$ cat config.mk
export PLATFORM = sky130hd
export DESIGN_NAME = bitstream_packer
export DESIGN_NICKNAME = d
export VERILOG_FILES = /design/src/rtl/bitstream_packer.sv
export SDC_FILE = /design/constraint.sdc
export NUM_CORES = 1
export LEC_CHECK = 0
export ABC_AREA = 1
export BUFFER_PORTS_ARGS = -buffer_cell sky130_fd_sc_hd__buf_2
export CAP_MARGIN = 10
export CORE_ASPECT_RATIO = 0.9
export CORE_MARGIN = 1
export CORE_UTILIZATION = 64
export CTS_CLUSTER_SIZE = 14
export DETAILED_ROUTE_END_ITERATION = 8
export PLACE_DENSITY = 0.83
export SETUP_SLACK_MARGIN = 0.05
export SYNTH_ARGS = -nofsm -noshare
export SYNTH_HDL_FRONTEND = slang
export SYNTH_SLANG_ARGS = --single-unit
$ cat constraint.sdc
create_clock -name clk -period 4.09 [get_ports clk]
set_clock_uncertainty 0.05 [all_clocks]
set_input_delay 0 -clock clk [delete_from_list [all_inputs] [get_ports clk]]
set_output_delay 0 -clock clk [all_outputs]
set_load 0.05 [all_outputs]
$ cat src/rtl/bitstream_packer.sv
// JPEG entropy-coded bitstream packer.
// Appends Huffman code + VLI bits into a bit accumulator and emits bytes
// MSB-first. Any emitted 0xFF is followed by a stuffed 0x00. A flush drains
// whole bytes, then pads the remaining bits with 1s, then pulses flush_done.
module bitstream_packer #(
  parameter int ACC_WIDTH = 64
) (
  input  logic                           clk,
  input  logic                           rst,
  input  logic                           sym_valid,
  output logic                           sym_ready,
  input  logic [15:0]                    code,
  input  logic [4:0]                     code_len,
  input  logic [10:0]                    vli,
  input  logic [3:0]                     vli_len,
  input  logic                           flush,
  output logic                           flush_done,
  output logic [7:0]                     byte_out,
  output logic                           byte_valid,
  input  logic                           byte_ready,
  output logic [$clog2(ACC_WIDTH+1)-1:0] bit_count
);

  localparam int CW = $clog2(ACC_WIDTH + 1);
  // Largest occupancy that still has room for a worst-case 27-bit symbol.
  localparam logic [CW-1:0] READY_LIMIT = CW'(ACC_WIDTH - 27);
  localparam logic [CW-1:0] EIGHT       = CW'(8);

  typedef enum logic [2:0] {RUN, STUFF, DRAIN, PAD, DONE} state_t;

  // Bits are kept right-justified: the oldest valid bit sits at
  // position count_reg-1, new bits shift in at bit 0.
  logic [ACC_WIDTH-1:0] acc_reg, acc_next, acc_app;
  logic [CW-1:0]        count_reg, count_next, count_app;
  state_t               state_reg, state_next;
  state_t               ret_reg, ret_next;
  logic [7:0]           out_reg, out_next;
  logic                 valid_reg, valid_next;
  logic                 done_reg, done_next;
  logic                 ready_reg, ready_next;

  logic                 accept, flush_take, can_load, have_byte;
  logic [15:0]          code_mask;
  logic [10:0]          vli_mask;
  logic [26:0]          sym_bits;
  logic [5:0]           sym_len;
  logic [7:0]           head_byte, pad_byte;
  logic [2:0]           tail_bits;

  assign sym_ready  = ready_reg;
  assign flush_done = done_reg;
  assign byte_out   = out_reg;
  assign byte_valid = valid_reg;
  assign bit_count  = count_reg;

  // ready_reg is only ever set when the FSM is heading into RUN.
  assign accept     = sym_valid && ready_reg;
  assign flush_take = flush && ready_reg;
  // Output register may load when empty or when its byte leaves this cycle.
  assign can_load   = !valid_reg || byte_ready;
  assign have_byte  = count_reg >= EIGHT;

  // Mask lengths of 16/11 wrap to all-ones naturally in the narrow arithmetic.
  assign code_mask = (16'd1 << code_len) - 16'd1;
  assign vli_mask  = (11'd1 << vli_len) - 11'd1;
  assign sym_bits  = ({11'd0, code & code_mask} << vli_len) | {16'd0, vli & vli_mask};
  assign sym_len   = {1'b0, code_len} + {2'b00, vli_len};

  assign acc_app   = accept ? ((acc_reg << sym_len) | {{(ACC_WIDTH-27){1'b0}}, sym_bits})
                            : acc_reg;
  assign count_app = count_reg + (accept ? CW'(sym_len) : '0);

  // Oldest 8 bits (valid only when have_byte) and the left-aligned pad byte.
  assign head_byte = 8'(acc_reg >> (count_reg - EIGHT));
  assign tail_bits = count_reg[2:0];
  assign pad_byte  = (acc_reg[7:0] << (4'd8 - {1'b0, tail_bits})) | (8'hFF >> tail_bits);

  // Next-state and datapath selection for the packer FSM.
  always_comb begin
    acc_next   = acc_app;
    count_next = count_app;
    state_next = state_reg;
    ret_next   = ret_reg;
    out_next   = out_reg;
    valid_next = valid_reg && !byte_ready;
    done_next  = 1'b0;
    case (state_reg)
      RUN: begin
        if (can_load && have_byte) begin
          out_next   = head_byte;
          valid_next = 1'b1;
          count_next = count_app - EIGHT;
        end
        if (can_load && have_byte && head_byte == 8'hFF) begin
          state_next = STUFF;
          ret_next   = flush_take ? DRAIN : RUN;
        end else if (flush_take) begin
          state_next = DRAIN;
        end
      end
      STUFF: begin
        if (can_load) begin
          out_next   = 8'h00;
          valid_next = 1'b1;
          state_next = ret_reg;
        end
      end
      DRAIN: begin
        if (have_byte) begin
          if (can_load) begin
            out_next   = head_byte;
            valid_next = 1'b1;
            count_next = count_reg - EIGHT;
            if (head_byte == 8'hFF) begin
              state_next = STUFF;
              ret_next   = DRAIN;
            end
          end
        end else if (count_reg != '0) begin
          state_next = PAD;
        end else begin
          state_next = DONE;
        end
      end
      PAD: begin
        if (can_load) begin
          out_next   = pad_byte;
          valid_next = 1'b1;
          count_next = '0;
          ret_next   = DONE;
          state_next = (pad_byte == 8'hFF) ? STUFF : DONE;
        end
      end
      DONE: begin
        if (!valid_reg) begin
          done_next  = 1'b1;
          state_next = RUN;
        end
      end
      default: state_next = RUN;
    endcase
    ready_next = (state_next == RUN) && (count_next <= READY_LIMIT);
  end

  // State and registered outputs; reset discards all pending bits and bytes.
  always_ff @(posedge clk or negedge rst) begin
    if (!rst) begin
      acc_reg   <= '0;
      count_reg <= '0;
      state_reg <= RUN;
      ret_reg   <= RUN;
      out_reg   <= 8'h00;
      valid_reg <= 1'b0;
      done_reg  <= 1'b0;
      ready_reg <= 1'b0;
    end else begin
      acc_reg   <= acc_next;
      count_reg <= count_next;
      state_reg <= state_next;
      ret_reg   <= ret_next;
      out_reg   <= out_next;
      valid_reg <= valid_next;
      done_reg  <= done_next;
      ready_reg <= ready_next;
    end
  end

endmodule

# [Word-level counts from Yosys, hierarchy flattened]
# Cells that the tools add are included.
[word_totals] mem_count=0 wordCells=95 mem_bits_rw=0 latch_bits=0 rom_bits=0 reg_bits=88
[op_classes] n_mul=0 n_reduce_logical=17 mux=36 n_div=0 shifts=7 addsub=7 n_bitwise=5 magnitude_cmp=2 n_eq_ne=13
[ops] op="bitwise OR 64 x 27 -> 64 bit" count=1
[ops] op="left shift 64 x 6 -> 64 bit" count=1
[ops] op="right shift 64 x 7 -> 8 bit" count=1
[ops] op="2-to-1 mux 3 bit" count=15
[ops] op="2-to-1 mux 8 bit" count=5
[ops] op="case mux 8 bit (4 select lines)" count=1
[ops] op="2-to-1 mux 7 bit" count=4
[ops] op="bitwise OR 27 x 11 -> 27 bit" count=1
[ops] op="left shift 16 x 4 -> 27 bit" count=1
[ops] op="case mux 7 bit (3 select lines)" count=1
[ops] op="AND 16 bit" count=1
[ops] op="equality test 8 bit (second input constant)" count=2
[ops] op="left shift 1 x 5 -> 16 bit (first input constant)" count=1
[ops] op="subtractor 16 x 1 -> 16 bit (second input constant)" count=1
[ops] op="case mux 3 bit (5 select lines)" count=1
[ops] op="inequality test 2 bit (second input constant)" count=7
[ops] op="subtractor 7 x 4 -> 7 bit (second input constant)" count=2
[ops] op="AND reduction 6 bit" count=2
[ops] op="AND 11 bit" count=1
[ops] op="left shift 1 x 4 -> 11 bit (first input constant)" count=1
[ops] op="subtractor 11 x 1 -> 11 bit (second input constant)" count=1
[ops] op="case mux 3 bit (3 select lines)" count=1
[ops] op="bitwise OR 8 bit" count=1
[ops] op="left shift 8 x 4 -> 8 bit" count=1
[ops] op="21 further kinds" count=33

# [Logic depth before layout (Yosys ltp)]
# Gate-level depths: netlist of run 1.
[logic_depth] word_depth=9 mapped_depth=24 depth_no_buf=22

# [Worst setup path after synthesis of run 1]
# Ideal clock, no wire load.
[synth_path] kind="flip-flop to flip-flop" startpoint="register ready_reg (netlist: sym_ready)" endpoint="register ready_reg (netlist: sym_ready)" path_stages_with_launch=21 slack_ps=634 path_buffers=2 setup_ps=117 arrival_ps=3289 t_required_ps=3923 path_cell_list="dfrtp_1 nand2_1 clkbuf_1 clkbuf_1 nor2_1 ha_1 fa_1 nand3_1 nand2_1 xor2_1 ha_1 o22ai_1 nand3_1 nand2_1 nor2_1 nand2_1 nand2_1 nand2_1 nor2_1 nand3_1 nor2_1"
[synth_between] elab_chain_cells=8
[synth_lines] item="from (decl)" line_no="40" rtl="logic ready_reg, ready_next;"
[synth_lines] item="from (signal assigned)" line_no="164" rtl="ready_reg <= ready_next;"
[synth_lines] item="logical AND 1 bit (*)" line_no="57" rtl="assign accept = sym_valid && ready_reg;"
[synth_lines] item="2-to-1 mux 6 bit (*)" line_no="71" rtl="assign count_app = count_reg + (accept ? CW'(sym_len) : '0);"
[synth_lines] item="adder 7 x 6 -> 7 bit (*)" line_no="71"
[synth_lines] item="subtractor 7 x 4 -> 7 bit or 2-to-1 mux 7 bit (tied branches)" line_no="92, 110"
[synth_lines] item="2-to-1 mux 7 bit, on equally long branches" line_no="89, 109"
[synth_lines] item="case mux 7 bit (3 select lines) (*)" line_no="87" rtl="case (state_reg)"
[synth_lines] item="net count_next[4]" line_no="34" rtl="logic [CW-1:0] count_reg, count_next, count_app;"
[synth_lines] item="<= comparator 7 x 6 -> 1 bit (*)" line_no="142" rtl="ready_next = (state_next == RUN) && (count_next <= READY_LIMIT);"
[synth_lines] item="logical AND 1 bit (*)" line_no="142"
[synth_lines] item="net ready_next" line_no="40"
# The timed path passes the listed nets; every way through them passes the cells marked *.
# A chain may end at the register's enable or synchronous reset.

# [Worst setup path in the final report of run 1]
[layout_path] startpoint="register count_reg[3] (netlist: bit_count[3])" endpoint="register ret_reg[2]"
[layout_between] elab_chain_cells=6
[layout_lines] item="from (decl)" line_no="34"
[layout_lines] item="from (signal assigned)" line_no="158" rtl="count_reg <= count_next;"
[layout_lines] item="subtractor 7 x 4 -> 7 bit" line_no="74" rtl="assign head_byte = 8'(acc_reg >> (count_reg - EIGHT));"
[layout_lines] item="right shift 64 x 7 -> 8 bit" line_no="74"
[layout_lines] item="equality test 8 bit" line_no="94, 114"
[layout_lines] item="logical AND 1 bit" line_no="94" rtl="if (can_load && have_byte && head_byte == 8'hFF) begin"
[layout_lines] item="inequality test 2 bit (no source line)"
[layout_lines] item="AND reduction 6 bit (no source line) (*)"
[layout_lines] item="to (signal assigned)" line_no="160" rtl="ret_reg <= ret_next;"
[layout_lines] item="to (decl)" line_no="36" rtl="state_t ret_reg, ret_next;"
# Every way passes the cells marked *; elsewhere a longest branch is shown, timed or not.

==> metrics.txt, run 1 <==
clock share of power 8.6%; CTS tree done; WS Path Type reg -> reg; Hold Crit Class in -> reg; Die X about 150 um; startpoint types register; initial antenna violation count 1; ys flop type dfrtp_1; final wirelength 45,600 um; Peak VDD IR 0.667 mV; Most common cell on crit path nand2_1; wire per inst 19.4 um; total CTS buffers 9; Synth warnings 0; RSZ-0062 raised after global routing no; top-count cell post-synth nand2_1; area of the core 17,800 um2; die area 19,000 um2; Antenna Cells 0; io pins 59; grt ovf 0; gr usage total a little under half; Setup Viol. Count Final 0; clock-pin transition on the worst setup and hold timing paths ~0.080 ns; Final HPWL DP 33,700 um; crit path DAT between 3 and 4 ns; CP endpoint kind register; CTS root buf clkbuf_16; Max Cap Viol 0; Post-Syn Area 11,800 um2; Largest register FFs 64; Achievable Freq 0.298 GHz; Critical-path top delay cell dfrtp_1; fin. max-slew vios 0; largest net degree at the start of global routing 76; DRT Pass-1 Iters 6; area leader, netlist nand2_1; Worst EP required 4.31 ns; syn nets 2,187; post-synthesis sequential area ratio 18.5%; Net Switching between 6 and 7 mW; layout cells sized above 1 7.08%; Synth top cells by count nand2_1, nand3_1, o21ai_0; Comb pwr share roughly 72%; cells after synthesis about 2,100; crit share post-route 82.1%; cell family with most CP delay simple AND/OR/NAND/NOR gates; Int Pwr ~4 mW; Initial Util 66.1%; ranking of synthesized cells by area nand2_1, dfrtp_1, nand3_1; final hold vios 0; nets 2,162; Worst Tran Pin Value 1.17 ns; final setup margin 0.732 ns; setup_tns 0 ns; routability cong. 1.03; violation count after the first detailed-route iteration 2,507; Rows between 40 and 50; Synth Area per Inst about 5.5 um2; number of global-route vias before repair 13,500; Sink Count 87; H-tree levels 3; switching share of total power 61.1%; clock latency on the worst-skew pair 0.37 ns; WP buf/inv 4; Pleak 6.09 nW; Flop pwr share 19.0%; status completed; Die H 131 um; post-layout util between 60% and 70%; Setup WS pre-CTS 0.547 ns; relative slew slack 20.9%; P per Cell Area 836 nW/um2; EDFF count, synth 0; Layout area overhead 5.49%; Via density 6.52; Worst Path Max Fanout 14; Clock Tree Buf Depth 2; critical-path cell list inv_2 -> ha_1 -> inv_1 -> nand2_1 -> inv_1 -> nand3_1 -> nand2_1 -> clkinv_1 -> nand2_1 -> nand2_1 -> nand2_1 -> nor2_1 -> nand3_1 -> a21oi_1 -> nand3_1 -> nand2_1 -> nand2_1; total number of vias 15,300; Final min period around 3.4 ns; Critical Path Max Stage Delay 0.73 ns; area share of the largest cell type after synthesis 24.4%; input/output buffers 58; FF+latch count, synth 87; Synth cell types 49; Async SR Flop Fraction 100%; antenna viol nets, final 0; global-route wire length before repair 71,500 um; Post-route DRC 0
==> final timing paths <==
check,start,cells after the start,slack (ns),to
worst max-delay path,bit_count[3]$_DFF_PN0_,17,0.73,ret_reg[2]$_DFFE_PN0P_
worst min-delay path,byte_ready,4,0.01,bit_count[0]$_DFF_PN0_
worst max register to register,bit_count[3]$_DFF_PN0_,17,0.73,ret_reg[2]$_DFFE_PN0P_
worst min register to register,byte_valid$_DFF_PN0_,1,0.40,flush_done$_DFF_PN0_
max in group asynchronous,rst,3,2.81,acc_reg[3]$_DFFE_PN0P_
min in group asynchronous,rst,2,0.22,acc_reg[58]$_DFFE_PN0P_
==> worst min-delay path, stage by stage <==
cell and delay, ns:
buf_2 0.07, nor2_1 0.07, o211ai_1 0.17, nand3_1 0.08
==> cell usage in the layout, fill, tap and decap left out, types with 4 or more instances in the layout <==
| master | netlist | final |
|---|---|---|
| o22ai_1 | 29 | 29 |
| nand2_2 | 3 | 5 |
| dlygate4sd3_1 | 0 | 7 |
| clkinv_1 | 6 | 6 |
| nand2_1 | 766 | 764 |
| nor2_2 | 6 | 6 |
| nand3_1 | 342 | 342 |
| nand3b_1 | 8 | 8 |
| clkbuf_16 | 0 | 9 |
| o211ai_1 | 39 | 39 |
| o21ai_0 | 208 | 208 |
| nand4_1 | 18 | 18 |
| nor3_1 | 5 | 5 |
| buf_4 | 10 | 33 |
| xor2_1 | 8 | 6 |
| a21oi_1 | 33 | 33 |
| ha_1 | 18 | 17 |
| dfrtp_1 | 87 | 85 |
| inv_1 | 136 | 136 |
| buf_2 | 42 | 57 |
| a31oi_1 | 25 | 25 |
| a211oi_1 | 4 | 4 |
| nor2_1 | 134 | 134 |
| inv_2 | 13 | 13 |
| or2_2 | 4 | 4 |
| o221ai_1 | 11 | 11 |
| o21ai_1 | 17 | 17 |
| mux2i_1 | 38 | 38 |
==> power groups by stage <==
stage	Sequential (mW)	Combinational (mW)	Clock [mW]
detailed placement	1.92	7.18	0
floorplan	1.88	5.29	0
CTS	1.91	7.22	0.880
global route	1.98	8.28	0.910
finish	1.97	7.53	0.894
global placement	1.91	7.01	0
==> cells by family (layout without fill, tap and decap cells) <==
kind of cell	Yosys count	in the layout	synth area share, %
and+or+nand+nor	1295	1295	46.2
DFF	87	87	18.5
AOI/OAI and AO/OA	387	387	18.9
muxes	38	38	3.23
adders and majority gates	20	20	2.25
xor gates and xnor gates	10	10	0.743
buffers and inverters	289	269	10.3
==> metrics by stage <==
stage | power, mW | cells | cell area (um2) | hold WS [ns]
3_5_place_dp | 9.10 | 2323 | 12100 | 0.0830
4_1_cts | 10.0 | 2346 | 12400 | 0.0203
3_3_place_gp | 8.93 | 2323 | 12100 | 0.0636
6_report | 10.4 | 2346 | 12400 | 0.0127
5_1_grt | 11.2 | 2346 | 12400 | 0.0783
2_1_floorplan | 7.18 | 2126 | 11800 | -0.346
==> what timing repair did <==
item / in CTS / in global routing
setup buffers: 0 / 0
hold buffers: 7 / 0
resized for setup: 0 / 0
hold endpoints to repair: 62 / 0
==> layout make-up <==
| class | count | area [um2] |
|---|---|---|
| multi-input combinational | 1750 | 8450 |
| timing repair buffer | 98 | 623 |
| clock inverter | 7 | 78.8 |
| sequential | 87 | 2180 |
| inverter | 155 | 582 |
| clock buffer | 9 | 225 |
| fill | 1719 | 5410 |
| tap | 240 | 300 |
==> routing by layer <==
layer  vias to the layer above  GRT usage [%]  routed length [um]
li1                       7077              -                   -
met1                      6789           61.1               17100
met2                      1185           72.7               19100
met3                       239           13.6                6400
met4                         2           29.2                2910
met5                         -              0                  12
(Power assumes the default switching activity.)
==> run 2, diff against run 1 <==
==> constraint.sdc (replaced) <==
create_clock -name clk -period 3.2 [get_ports clk]
set_clock_uncertainty 0.05 [all_clocks]
set_input_delay 0 -clock clk [delete_from_list [all_inputs] [get_ports clk]]
set_output_delay 0 -clock clk [all_outputs]
set_load 0.05 [all_outputs]
==> run 2 against run 1 <==
Final area rose by 3.2%. Hold slack worse by 0.010 ns. Combinational power is 33% higher. Flip-flop and latch count did not move. Setup slack lost 0.45 ns. Largest power group unchanged.
==> metrics.txt, run 2 (synthesized netlist as in run 1, its figures left out) <==
grt ovf 0 (unchanged); CP endpoint ret_reg[2]$_DFFE_PN0P_ (unchanged); WS Path Type reg -> reg (unchanged); WHS Path Cells 5 (was 4); Final HPWL DP 32,600 um (was 33,700 um); violation count after the first detailed-route iteration 2,609 (was 2,507); CTS tree done (unchanged); CP endpoint kind register (unchanged); routability cong. 1.05 (was 1.03); Post-route DRC 0 (unchanged); Largest register FFs 64 (unchanged); Peak VDD IR 0.846 mV (was 0.667 mV); RSZ-0062 raised after global routing no (unchanged); total number of vias 15,300 (about the same); area of the core 17,800 um2 (unchanged); Layout area overhead 8.82% (was 5.49%); Pleak 6.29 nW (was 6.09 nW); Worst Tran Pin Value 1.10 ns (was 1.17 ns); CTS root buf clkbuf_16 (unchanged); Worst Path Max Fanout 13 (was 14); Hold Crit Class in -> reg (unchanged); flop-to-flop setup slack 0.28 ns (was 0.73 ns); Tot Pwr 13.6 mW (was 10.4 mW); input/output buffers 58 (unchanged); Initial Util 66.1% (unchanged); Setup Viol. Count Final 0 (unchanged); Sink Count 87 (unchanged); fin. max-slew vios 0 (unchanged); io pins 59 (unchanged); startpoint types register (unchanged); relative slew slack 26.3% (was 20.9%); crit path DAT 3.13 ns (was 3.58 ns); setup_tns 0 ns (unchanged); most frequent cells in the layout nand2_1, nand3_1, o21ai_0 (unchanged); fillcell total 1,642 (was 1,719); clock-pin transition on the worst setup and hold timing paths 0.08 ns (about the same); worst r2r path cells 15 (was 17); Antenna Cells 0 (unchanged); wire per inst 18.5 um (was 19.4 um); Placed Instances 2,358 (was 2,323); Via density 6.41 (was 6.52); die area 19,000 um2 (unchanged); DRT Pass-1 Iters 8 (was 6); antenna viol nets, final 0 (unchanged); global-route wire length before repair 69,400 um (was 71,500 um); Achievable Freq 0.343 GHz (was 0.298 GHz); Die H 131 um (unchanged); worst hold slack 0.00224 ns (was 0.0127 ns); crit share post-route 91.1% (was 82.1%); layout cells sized above 1 9.05% (was 7.08%); Clock Tree Buf Depth 2 (unchanged); status completed (unchanged); largest net degree at the start of global routing 89 (was 76); number of global-route vias before repair 13,400 (was 13,500); Critical path origin bit_count[4]$_DFF_PN0_ (was bit_count[3]$_DFF_PN0_); total CTS buffers 9 (unchanged); most common cell after layout, fill and taps aside nand2_1 (unchanged); area taken by multi-input logic gates 8470 um2 (was 8450 um2); clock latency on the worst-skew pair 0.37 ns (about the same); final wirelength 44,100 um (was 45,600 um); non-filler cells, final 2,383 (was 2,346); Final min period 2.92 ns (was 3.36 ns); H-tree levels 3 (unchanged); Max Cap Viol 0 (unchanged); gr usage total 46.3% (was 47.9%); Rows 46 (unchanged); initial antenna violation count 0 (was 1); P per Cell Area 1060 nW/um2 (was 836 nW/um2); final hold vios 0 (unchanged); nets 2,199 (was 2,162); Die X 145 um (unchanged); r2r startpoint bit_count[4]$_DFF_PN0_ (was bit_count[3]$_DFF_PN0_); FF-to-FF End ret_reg[2]$_DFFE_PN0P_ (unchanged); register area 2180 um2 (about the same); Worst EP required 3.41 ns (was 4.31 ns)
==> run 2: worst max-delay path, cell delays in order, from the launching register on <==
cell        delay (ns)
dfrtp_1           0.43
inv_1             0.12
ha_2              0.48
clkinvlp_4        0.12
buf_4             0.19
nand2_1           0.07
nand3b_1          0.11
nand3_1           0.16
nand2_1           0.15
nand2_1           0.06
nor2_1            0.23
nand4_2           0.21
nand2_1           0.16
nand3_1           0.10
nand2_1           0.08
nand2_1           0.06
==> run 2: worst min path at each step <==
stage,start,end
final,vli[6],acc_reg[6]$_DFFE_PN0P_
after global routing,vli[6],acc_reg[6]$_DFFE_PN0P_
after detailed placement,rst,acc_reg[53]$_DFFE_PN0P_
after global placement,rst,acc_reg[59]$_DFFE_PN0P_
after CTS,vli[6],acc_reg[6]$_DFFE_PN0P_
after floorplan,rst,acc_reg[0]$_DFFE_PN0P_
==> run 2: final cells by class <==
class,count,share of cell area (%)
inverters,155,4.57
multi-input cells,1750,66.0
well taps,240,2.34
clock buffers,10,1.86
repair buffers,135,7.80
clock inverters,6,0.400
flip-flops and latches,87,17.0
==> run 2: routing by layer <==
| metal | part of all wire (%) | GRT usage, % |
|---|---|---|
| met1 | 39 | 59.7 |
| met2 | 43 | 73.2 |
| met3 | 12 | 8.61 |
| met4 | 5.8 | 27.1 |
| met5 | 0 | 0 |
==> run 2: stage by stage <==
step           worst slack, ns  util, %  cell area, um2
6_report                 0.284     71.9           12800
5_1_grt                 0.0414     71.9           12800
4_1_cts                  0.241     71.8           12800
3_5_place_dp            0.0121     69.7           12400
3_3_place_gp             0.111     69.7           12400
2_1_floorplan           0.0603        -           11800
==> run 2: what timing repair did <==
| item | in CTS | in global routing |
|---|---|---|
| hold endpoints to repair | 40 | 0 |
| hold buffers | 7 | 0 |
| setup endpoints to repair | 0 | 3 |
| gates resized for setup | 0 | 3 |
| buffers inserted | 0 | 2 |
==> run 2: where the power goes <==
part | internal [mW] | leakage, nW | total (mW) | switching, mW
registers | 1.62 | 1.06 | 2.47 | 0.857
clock network | 0.561 | 0.140 | 1.10 | 0.540
logic | 3.33 | 5.09 | 10.0 | 6.68
